### src/rtl/ex_muldiv.sv
// Multi-cycle RV32M multiply/divide unit for the EX stage: shift-add multiply and restoring divide,
// one bit per cycle. The divider is only built when EX_MULDIV_DIV_EN is defined.
module ex_muldiv #(
    parameter int unsigned DATA_W = 32
) (
    input  logic              clk,
    input  logic              rst,
    input  logic              start,
    input  logic [2:0]        op,
    input  logic [DATA_W-1:0] a,
    input  logic [DATA_W-1:0] b,
    input  logic [4:0]        rd_in,
    input  logic              flush,
    output logic              busy,
    output logic              done,
    output logic [DATA_W-1:0] result,
    output logic [4:0]        rd_out
);

    localparam int unsigned CntW = $clog2(DATA_W);
    localparam logic [CntW-1:0] CntLast = CntW'(DATA_W - 1);

    typedef enum logic [1:0] {
        StIdle = 2'd0,
        StMul  = 2'd1,
`ifdef EX_MULDIV_DIV_EN
        StDiv  = 2'd2,
`endif
        StDone = 2'd3
    } state_e;

    state_e                  state;
    logic [CntW-1:0]         cnt;
    logic [2*DATA_W-1:0]     acc;
    logic [DATA_W-1:0]       mag_b;
    logic [1:0]              op_q;
    logic [4:0]              rd_q;
    logic                    neg_q;

    // Operand conditioning at accept time
    logic              signed_a, signed_b, sa, sb;
    logic [DATA_W-1:0] mag_a, mag_b_in;

    always_comb begin
        signed_a = op[2] ? !op[0] : (op[1:0] != 2'b11);
        signed_b = op[2] ? !op[0] : !op[1];
        sa       = signed_a & a[DATA_W-1];
        sb       = signed_b & b[DATA_W-1];
        mag_a    = sa ? -a : a;
        mag_b_in = sb ? -b : b;
    end

    // Multiplier: acc = {partial high, remaining multiplier bits}
    logic [DATA_W:0]       mul_sum;
    logic [2*DATA_W-1:0]   mul_next, mul_prod;
    logic [DATA_W-1:0]     mul_res;

    always_comb begin
        mul_sum  = {1'b0, acc[2*DATA_W-1:DATA_W]} + {1'b0, mag_b};
        mul_next = acc[0] ? {mul_sum, acc[DATA_W-1:1]} : {1'b0, acc[2*DATA_W-1:1]};
        mul_prod = neg_q ? -mul_next : mul_next;
        mul_res  = (op_q == 2'b00) ? mul_prod[DATA_W-1:0] : mul_prod[2*DATA_W-1:DATA_W];
    end

`ifdef EX_MULDIV_DIV_EN
    logic              sa_q;
    logic [DATA_W:0]   rem_sh;
    logic              ge;
    logic [DATA_W-1:0] rem_new, quo, rem, div_res, special_res;
    logic              div_zero, div_ovf;

    // Divider: acc = {partial remainder, dividend bits shifting into quotient}
    always_comb begin
        rem_sh  = acc[2*DATA_W-1:DATA_W-1];
        ge      = rem_sh >= {1'b0, mag_b};
        rem_new = ge ? (rem_sh[DATA_W-1:0] - mag_b) : rem_sh[DATA_W-1:0];
        quo     = neg_q ? -{acc[DATA_W-2:0], ge} : {acc[DATA_W-2:0], ge};
        rem     = sa_q ? -rem_new : rem_new;
        div_res = op_q[1] ? rem : quo;

        div_zero    = (b == '0);
        div_ovf     = !op[0] && (a == {1'b1, {(DATA_W-1){1'b0}}}) && (b == '1);
        special_res = '0;
        if (div_zero) begin
            special_res = op[1] ? a : '1;
        end else if (div_ovf) begin
            special_res = op[1] ? '0 : {1'b1, {(DATA_W-1){1'b0}}};
        end
    end

    assign busy = !rst && !flush &&
                  ((state == StIdle && start) || state == StMul || state == StDiv);
`else
    assign busy = !rst && !flush && ((state == StIdle && start) || state == StMul);
`endif

    always_ff @(posedge clk or posedge rst) begin
        if (rst) begin
            state  <= StIdle;
            cnt    <= '0;
            acc    <= '0;
            mag_b  <= '0;
            op_q   <= '0;
            rd_q   <= '0;
            neg_q  <= 1'b0;
            done   <= 1'b0;
            result <= '0;
            rd_out <= '0;
`ifdef EX_MULDIV_DIV_EN
            sa_q   <= 1'b0;
`endif
        end else begin
            done <= 1'b0;
            if (flush) begin
                state <= StIdle;
            end else begin
                case (state)
                    StIdle: begin
                        if (start) begin
                            op_q  <= op[1:0];
                            rd_q  <= rd_in;
                            neg_q <= sa ^ sb;
                            mag_b <= mag_b_in;
                            acc   <= {{DATA_W{1'b0}}, mag_a};
                            cnt   <= '0;
`ifdef EX_MULDIV_DIV_EN
                            sa_q  <= sa;
`endif
                            if (!op[2]) begin
                                state <= StMul;
                            end else begin
`ifdef EX_MULDIV_DIV_EN
                                if (div_zero || div_ovf) begin
                                    result <= special_res;
                                    rd_out <= rd_in;
                                    done   <= 1'b1;
                                    state  <= StDone;
                                end else begin
                                    state <= StDiv;
                                end
`else
                                result <= '0;
                                rd_out <= rd_in;
                                done   <= 1'b1;
                                state  <= StDone;
`endif
                            end
                        end
                    end
                    StMul: begin
                        acc <= mul_next;
                        cnt <= cnt + 1'b1;
                        if (cnt == CntLast) begin
                            result <= mul_res;
                            rd_out <= rd_q;
                            done   <= 1'b1;
                            state  <= StDone;
                        end
                    end
`ifdef EX_MULDIV_DIV_EN
                    StDiv: begin
                        acc <= {rem_new, acc[DATA_W-2:0], ge};
                        cnt <= cnt + 1'b1;
                        if (cnt == CntLast) begin
                            result <= div_res;
                            rd_out <= rd_q;
                            done   <= 1'b1;
                            state  <= StDone;
                        end
                    end
`endif
                    StDone:  state <= StIdle;
                    default: state <= StIdle;
                endcase
            end
        end
    end

endmodule

### config.mk
export PLATFORM = sky130hd
export DESIGN_NAME = ex_muldiv
export DESIGN_NICKNAME = d
export VERILOG_FILES = /design/src/rtl/ex_muldiv.sv
export SDC_FILE = /design/constraint.sdc
export NUM_CORES = 1
export LEC_CHECK = 0
export ABC_CLOCK_PERIOD_IN_PS = 8800
export CORE_ASPECT_RATIO = 1.5
export CORE_MARGIN = 2
export CORE_UTILIZATION = 45
export CTS_BUF_LIST = sky130_fd_sc_hd__clkbuf_16
export CTS_CLUSTER_SIZE = 8
export DETAILED_ROUTE_END_ITERATION = 12
export DONT_BUFFER_PORTS = 1
export GPL_ROUTABILITY_DRIVEN = 0
export SYNTH_ARGS = -nofsm -noshare
export SYNTH_HDL_FRONTEND = slang
export SYNTH_SLANG_ARGS = --single-unit
### constraint.sdc
create_clock -name clk -period 8.8 [get_ports clk]
set_input_delay 0.88 -clock clk [delete_from_list [all_inputs] [get_ports clk]]
set_output_delay 0.88 -clock clk [all_outputs]
set_load 0.02 [all_outputs]
* Word level (Yosys, flattened, before mapping)
Cells that the tools add are included.
** Storage, ports and cells
- Register bits after elaboration :: 149
- Input port bits :: 76
- Output and inout port bits :: 39
** Operators by class
- Add/subtract/negate cells :: 5
- Eq/ne operators :: 8
- Mux-type cells :: 29
- Bitwise logic cells :: 4
- Reductions and logical operators :: 15
** Operator list (count)
- $mux 32 :: 6
- $mux 64 :: 3
- $pmux 64 s2 :: 1
- $neg 32->32 :: 2
- $neg 64->64 :: 1
- $pmux 32 s2 :: 1
- $add 32x32->33 :: 1
- $mux 5 :: 4
- $pmux 5 s2 :: 2
- $mux 2 :: 4
- $mux 1 :: 6
- $ne 2x2->1 const B :: 3
- $reduce_and 3->1 :: 2
- $add 5x1->5 const B :: 1
- $eq 5x5->1 const B :: 1
- $reduce_and 5->1 :: 1
- $logic_not 1->1 :: 4
- $logic_not 2->1 :: 2
- $pmux 2 s2 :: 1
- $logic_and 1x1->1 :: 3
- $ne 3x2->1 const B :: 1
- $ne 3x3->1 const B :: 1
- $and 1x1->1 :: 2
- $eq 2x1->1 const B :: 1
- 7 further kinds :: 7

* Logic depth before layout (Yosys ltp)
Gate-level depths: netlist (run 1).
- Word-level depth :: 7
- Depth in mapped cells :: 14

* Worst setup path before layout (run 1)
OpenSTA, ideal clock, no wires.
- Path type :: register -> register
- Start point :: register acc[32]
- End point :: register result[17]
- Library setup time :: 0.121 ns
- Data arrival time :: 3.658 ns
- Setup slack :: 5.021 ns
- Cell stages (with the launch flop) :: 14
- Path buffers :: 0
- Clock period less this slack :: 3.779 ns
- Path through :: dfrtp_1 > ha_1 > fa_1 > a21o_1 > a221o_1 > a41o_1 > xor2_1 > a211oi_1 > nand2_1 > or4_4 > o31ai_2 > xnor2_1 > a21oi_1 > a22o_1
** Between the ends
- Cells in the longest elaborated chain, start to end :: 7
** Ends and longest elaborated chain
- from (decl) :: line 34 : logic [2*DATA_W-1:0] acc;
- from (signal assigned) :: line 124 : acc <= {{DATA_W{1'b0}}, mag_a};
- from (signal assigned) :: line 151 : acc <= mul_next;
- $add 32x32->33 :: line 59 : mul_sum = {1'b0, acc[2*DATA_W-1:DATA_W]} + {1'b0, mag_b};
- $mux 64 * :: line 60 : mul_next = acc[0] ? {mul_sum, acc[DATA_W-1:1]} : {1'b0, acc[2*DATA_W-1:1]};
- $neg 64->64 :: line 61 : mul_prod = neg_q ? -mul_next : mul_next;
- $mux 64 * :: line 61
- $mux 32 * :: line 62 : mul_res = (op_q == 2'b00) ? mul_prod[DATA_W-1:0] : mul_prod[2*DATA_W-1:DATA_W];
- $mux 32 * :: line 153 : if (cnt == CntLast) begin
- $pmux 32 s2 * :: line 117 : case (state)
- to (signal assigned) :: line 154 : result <= mul_res;
- to (decl) :: line 16 : output logic [DATA_W-1:0] result,
Every way passes the cells marked *; elsewhere a longest branch is shown, timed or not. The select of a mux whose other input is x is not followed.
A chain may end at the register's enable or synchronous reset.

* Worst setup path in the final report (run 1)
- Start point :: register acc[32]
- End point :: register result[31]
The elaborated chain is that of the path after synthesis.

==> impl_metrics.json, run 1 <==
{
  "status": "finished clean",
  "regArea_um2": 3730,
  "dp_cells": 1585,
  "numCtsBuffers": 17,
  "yosys_warnings": 0,
  "coreArea_um2": 23700,
  "tns_ps": 0,
  "slew_viol_final": 0,
  "path_max_fanout": 4,
  "post_drt_wl_per_cell_um": 19.1,
  "die_width_um": 131,
  "rsz0062_at_grt": "false",
  "antenna_found_initial": 0,
  "finalHoldViolCount": 0,
  "cts_setup_buffers": 0,
  "drc_errors": 0,
  "clk_pin_slew_worst_paths_ps": 60,
  "tightest_slew_ps": 1110,
  "reg2reg_setup_slack_ps": 4290,
  "initial_core_util": 0.459,
  "io_buffers": 0,
  "routed_wl_um": 30900,
  "skew_ps": 10.2,
  "period_needed_ps": 4510,
  "fin_cells": 1616,
  "grt_max_degree": 101,
  "grt_usage": 0.248,
  "p_per_area_nw_per_um2": 267,
  "hold_buffers": 0,
  "slowest_delay_ps": 1040,
  "finalPower_uw": 3130,
  "grt_pass1_wl_um": 49700,
  "synth_top_cell_by_area": "dfrtp_1",
  "syn_inst": 1333,
  "drt_iter0_drc": 519,
  "hold_path.class": "in -> async",
  "clock_sinks": 149,
  "final_nets": 1399,
  "p_leak_uw": 0.00494,
  "synth_edf_count": 0,
  "antennaDiodeCount": 0,
  "die_h_um": 195,
  "multi_input_area_um2": 6790,
  "antenna_left": 0,
  "required_ps": 9110,
  "synth.distinct_cells": 73,
  "end_kind": "register",
  "whs_ps": 419,
  "timing.slew.headroom": 0.244,
  "grt_overflow": 0,
  "drive_above_1_share": 0.0501,
  "drv_cap": 0,
  "tritoncts": "built",
  "cp_cell_sequence": "ha_1, fa_1, a21o_1, a221oi_2, o211ai_1, a2111oi_0, o41ai_1, xor2_1, mux2i_1, nand4_1, o31ai_1, xnor2_1, o21ai_0",
  "max_freq_ghz": 0.222,
  "ir_drop_mv": 0.155,
  "rows": 69,
  "root_buffer": "clkbuf_16",
  "cpMaxStageDelayCell": "a2111oi_0",
  "fillers": 2362,
  "ys_seq_area_frac": 0.342,
  "clock_path_buffers": 2,
  "syn_nets": 1447,
  "syn_avg_cell_area_um2": 8.18,
  "synth-async-reset-ratio": 1.00,
  "yosys_most_used_dff": "dfrtp_1",
  "synth-seq-cells": 149,
  "crit_type": "reg -> reg",
  "post_drt_via_cell_ratio": 5.98,
  "mostFrequentLayoutCells": "nand2_1 (192), o21ai_0 (172), dfrtp_1 (148), nor2_1 (82), a21oi_1 (80)",
  "dr.pass1.iters": 5,
  "ctsResizeCount": 0,
  "place_hpwl_um": 23100,
  "period_share": 0.513,
  "num_vias": 9669,
  "mostFrequentLayoutCell": "nand2_1",
  "syn-cell-area_um2": 10900,
  "arrival_ps": 4830,
  "grt_pass1_vias": 9340,
  "htreeDepth": 4,
  "finalSetupViolCount": 0,
  "ioPinCount": 115,
  "dieArea_um2": 25500,
  "insertion_delay_ps": 440,
  "crit_path_start_kind": "register",
  "synth.area.top_cells": "dfrtp_1 (34%), o21ai_0 (7.9%), nand2_1 (6.6%)",
  "area_growth_pct": 7.59,
  "synth_top_area_frac": 0.342
}
-- per-layer routing --
layer | vias to the layer above | wire (um) | GRT usage
li1 | 4757 | - | -
met1 | 4600 | 12800 | 0.311
met2 | 259 | 15500 | 0.418
met5 | - | 0 | 0
met3 | 53 | 1610 | 0.0460
met4 | 0 | 892 | 0.0946
-- layout make-up --
| cell class | count | area share |
|---|---|---|
| clock buffers | 17 | 0.0363 |
| clock inverters | 14 | 0.0162 |
| well taps | 319 | 0.0340 |
| repair buffers | 12 | 0.00768 |
| inverters | 27 | 0.00907 |
| flip-flops and latches | 149 | 0.318 |
| multi-input cells | 1078 | 0.579 |
-- path summary, 6_finish.rpt --
path                          from         end  depth (start not counted)
setup / recovery           acc[32]  result[31]                         13
hold / removal                 rst    mag_b[1]                          1
setup reg to reg           acc[32]  result[31]                         13
hold reg to reg            rd_q[4]     rd_q[4]                          2
max in group asynchronous      rst      cnt[3]                          2
min in group clk           rd_q[4]     rd_q[4]                          2
-- synthesized netlist by cell type, types with 4 or more instances --
master	number
nor3_1	29
nand2b_1	13
nor2b_1	6
and2_1	7
or2_2	6
a21o_1	13
o21ai_0	172
or3_1	8
o221ai_1	4
inv_1	26
ha_1	37
o41ai_1	12
o31ai_1	25
nand4_1	18
o21a_1	8
a22oi_1	38
a32o_1	4
mux2i_1	20
a31oi_1	13
buf_2	5
a21oi_1	80
nand3b_1	6
buf_1	9
xnor2_1	75
o211ai_1	5
nand3_1	25
a211oi_1	6
dfrtp_1	149
o22ai_1	7
clkbuf_1	64
xor2_1	58
nand2_1	192
nor2_1	83
or4_1	8
and3_1	10
o211a_1	5
a22o_1	19
nor4_1	11
-- flip-flops by register name, indices dropped and copies added, names as in the netlist, 2 cells and up --
register,cells
acc,64
mag_b,32
state,2
rd_q,5
rd_out,5
result,32
cnt,5
op_q,2
-- per-stage QoR --
step / util / setup slack, ps / cell area, um2
after detailed placement: 0.468 / 4310 / 11100
after global routing: 0.494 / 3910 / 11700
final: 0.494 / 4290 / 11700
after floorplan: - / 3910 / 10900
after CTS: 0.494 / 4260 / 11700
after global placement: 0.468 / 4500 / 11100
-- worst max-delay path: cells and delay by family (launching register included) --
kind,cells,cell delay (ps)
AND/OR/NAND/NOR,1,180
multiplexers,1,350
flip-flops,1,390
AO/OA/AOI/OAI,7,2490
adder cells (fa/ha/maj),2,640
XOR/XNOR,2,350
-- power breakdown --
part / internal (uW) / switching [uW]
clock: 493 / 281
sequential: 848 / 239
combinational: 484 / 783
total: 1820 / 1300
-- logic make-up after synthesis --
family	share of synthesized area
multiplexers	0.0225
XOR/XNOR	0.107
AO/OA/AOI/OAI	0.260
flip-flops	0.342
adder cells (fa/ha/maj)	0.0443
buffers and inverters	0.0372
AND/OR/NAND/NOR	0.187
Note: power is estimated with default switching activity, not from simulation.
==> run 2: changes to the inputs <==
--- a/config.mk
+++ b/config.mk
@@ -5,7 +5,7 @@
 export SDC_FILE = /design/constraint.sdc
 export NUM_CORES = 1
 export LEC_CHECK = 0
-export ABC_CLOCK_PERIOD_IN_PS = 8800
+export ABC_CLOCK_PERIOD_IN_PS = 4400
 export CORE_ASPECT_RATIO = 1.5
 export CORE_MARGIN = 2
 export CORE_UTILIZATION = 45
==> constraint.sdc (replaced) <==
create_clock -name clk -period 4.4 [get_ports clk]
set_input_delay 0.44 -clock clk [delete_from_list [all_inputs] [get_ports clk]]
set_output_delay 0.44 -clock clk [all_outputs]
set_load 0.02 [all_outputs]
==> impl_metrics.json, run 2 (same netlist as run 1, synthesis figures left out) <==
{
  "post_drt_via_cell_ratio": 5.94,
  "die_width_um": 131,
  "initial_core_util": 0.459,
  "place_hpwl_um": 23600,
  "crit_path_start_kind": "register",
  "grt_usage": 0.251,
  "hold_buffers": 0,
  "finalPower_uw": 6450,
  "ioPinCount": 115,
  "root_buffer": "clkbuf_16",
  "status": "finished clean",
  "grt_pass1_vias": 9569,
  "rsz0062_at_grt": "false",
  "drv_cap": 0,
  "max_freq_ghz": 0.240,
  "final_nets": 1416,
  "whs_ps": 95.7,
  "drc_errors": 0,
  "largest_register_ffs": 64,
  "multi_input_area_um2": 6790,
  "tns_ps": 0,
  "coreArea_um2": 23700,
  "routed_wl_um": 31100,
  "ir_drop_mv": 0.291,
  "reg_top3": "acc x64, mag_b x32, result x32",
  "mostFrequentLayoutCell": "nand2_1",
  "path_max_fanout": 4,
  "p_per_area_nw_per_um2": 541,
  "skew_ps": 7.80,
  "grt_overflow": 0,
  "tritoncts": "built",
  "finalHoldViolCount": 0,
  "htreeDepth": 4,
  "numCtsBuffers": 17,
  "hold_path.class": "in -> async",
  "clk_pin_slew_worst_paths_ps": 60,
  "insertion_delay_ps": 440,
  "crit_type": "reg -> reg",
  "period_needed_ps": 4170,
  "end_kind": "register",
  "antennaDiodeCount": 0,
  "die_h_um": 195,
  "finalSetupViolCount": 0,
  "mostFrequentLayoutCells": "nand2_1 (192), o21ai_0 (172), dfrtp_1 (148), nor2_1 (82), a21oi_1 (80)",
  "grt_pass1_wl_um": 50100,
  "timing.slew.headroom": 0.242,
  "num_vias": 9691,
  "drt_iter0_drc": 666,
  "tightest_slew_ps": 1140,
  "required_ps": 4720,
  "clock_sinks": 149,
  "io_buffers": 0,
  "fillers": 2270,
  "drive_above_1_share": 0.0640,
  "rows": 69,
  "cts_setup_buffers": 0,
  "dr.pass1.iters": 7,
  "reg2reg_setup_slack_ps": 230,
  "post_drt_wl_per_cell_um": 19.1,
  "clock_path_buffers": 2,
  "arrival_ps": 4500,
  "grt_max_degree": 150,
  "period_share": 0.948,
  "antenna_found_initial": 0,
  "regMostFlops": "acc",
  "area_growth_pct": 9.34,
  "p_leak_uw": 0.00505,
  "antenna_left": 0,
  "dieArea_um2": 25500,
  "regArea_um2": 3730,
  "slew_viol_final": 0
}
-- run 2: cell types whose count changed in the layout (fill, tap and decap cells not counted), sizes merged --
| cell | change |
|---|---|
| buf | +17 |
| clkinv | -4 |
| bufinv | +2 |
| clkinvlp | +1 |
-- run 2: layout make-up --
type,instances,area share
inverters,27,0.00882
multi-input cells,1078,0.570
clock inverters,13,0.0199
repair buffers,29,0.0193
well taps,319,0.0335
flip-flops and latches,149,0.313
clock buffers,17,0.0357
-- run 2: routing by layer --
layer / part of all wire / vias to the layer above / global-route usage
met5: 0 / - / 0
met4: 0.045 / 0 / 0.119
met3: 0.050 / 61 / 0.0551
met2: 0.50 / 238 / 0.417
met1: 0.41 / 4601 / 0.304
li1: - / 4791 / -
-- run 2: worst max-delay path: stages (launching register included) --
cell and delay (ps):
dfrtp_1 400, ha_1 230, fa_1 410, a21o_1 220
a221o_1 350, a41o_1 300, xor2_1 170, a211oi_1 430
nand2_1 210, or4_4 590, o31ai_2 290, xnor2_1 150
a21oi_1 80, a22o_1 220
-- run 2: final timing paths --
kind / from / to / cells past startpoint
setup / recovery: acc[32] / result[17] / 13
hold / removal: rst / mag_b[2] / 2
setup reg to reg: acc[32] / result[17] / 13
hold reg to reg: rd_q[4] / rd_q[4] / 2
max in group asynchronous: rst / acc[0] / 2
min in group clk: rd_in[4] / rd_q[4] / 2
-- run 2: metrics by stage --
step | cells | setup WS [ps] | util | area [um2]
after floorplan | 1333 | 621 | - | 10900
after global placement | 1602 | 359 | 0.474 | 11300
after detailed placement | 1602 | 295 | 0.474 | 11300
after CTS | 1632 | 265 | 0.502 | 11900
after global routing | 1632 | 8.98 | 0.502 | 11900
final | 1632 | 229 | 0.502 | 11900
-- run 2: timing repair --
| item | CTS | global route |
|---|---|---|
| endpoints found under the setup margin | 0 | 2 |
| endpoints found under the hold margin | 0 | 0 |
| gates resized for setup | 0 | 1 |
-- run 2: power by group --
group / internal [uW] / switching, uW / leakage (uW) / total [uW]
Combinational: 1020 / 1570 / 0.00279 / 2590
Sequential: 1700 / 487 / 0.00194 / 2180
Clock: 1100 / 569 / 0.000323 / 1670
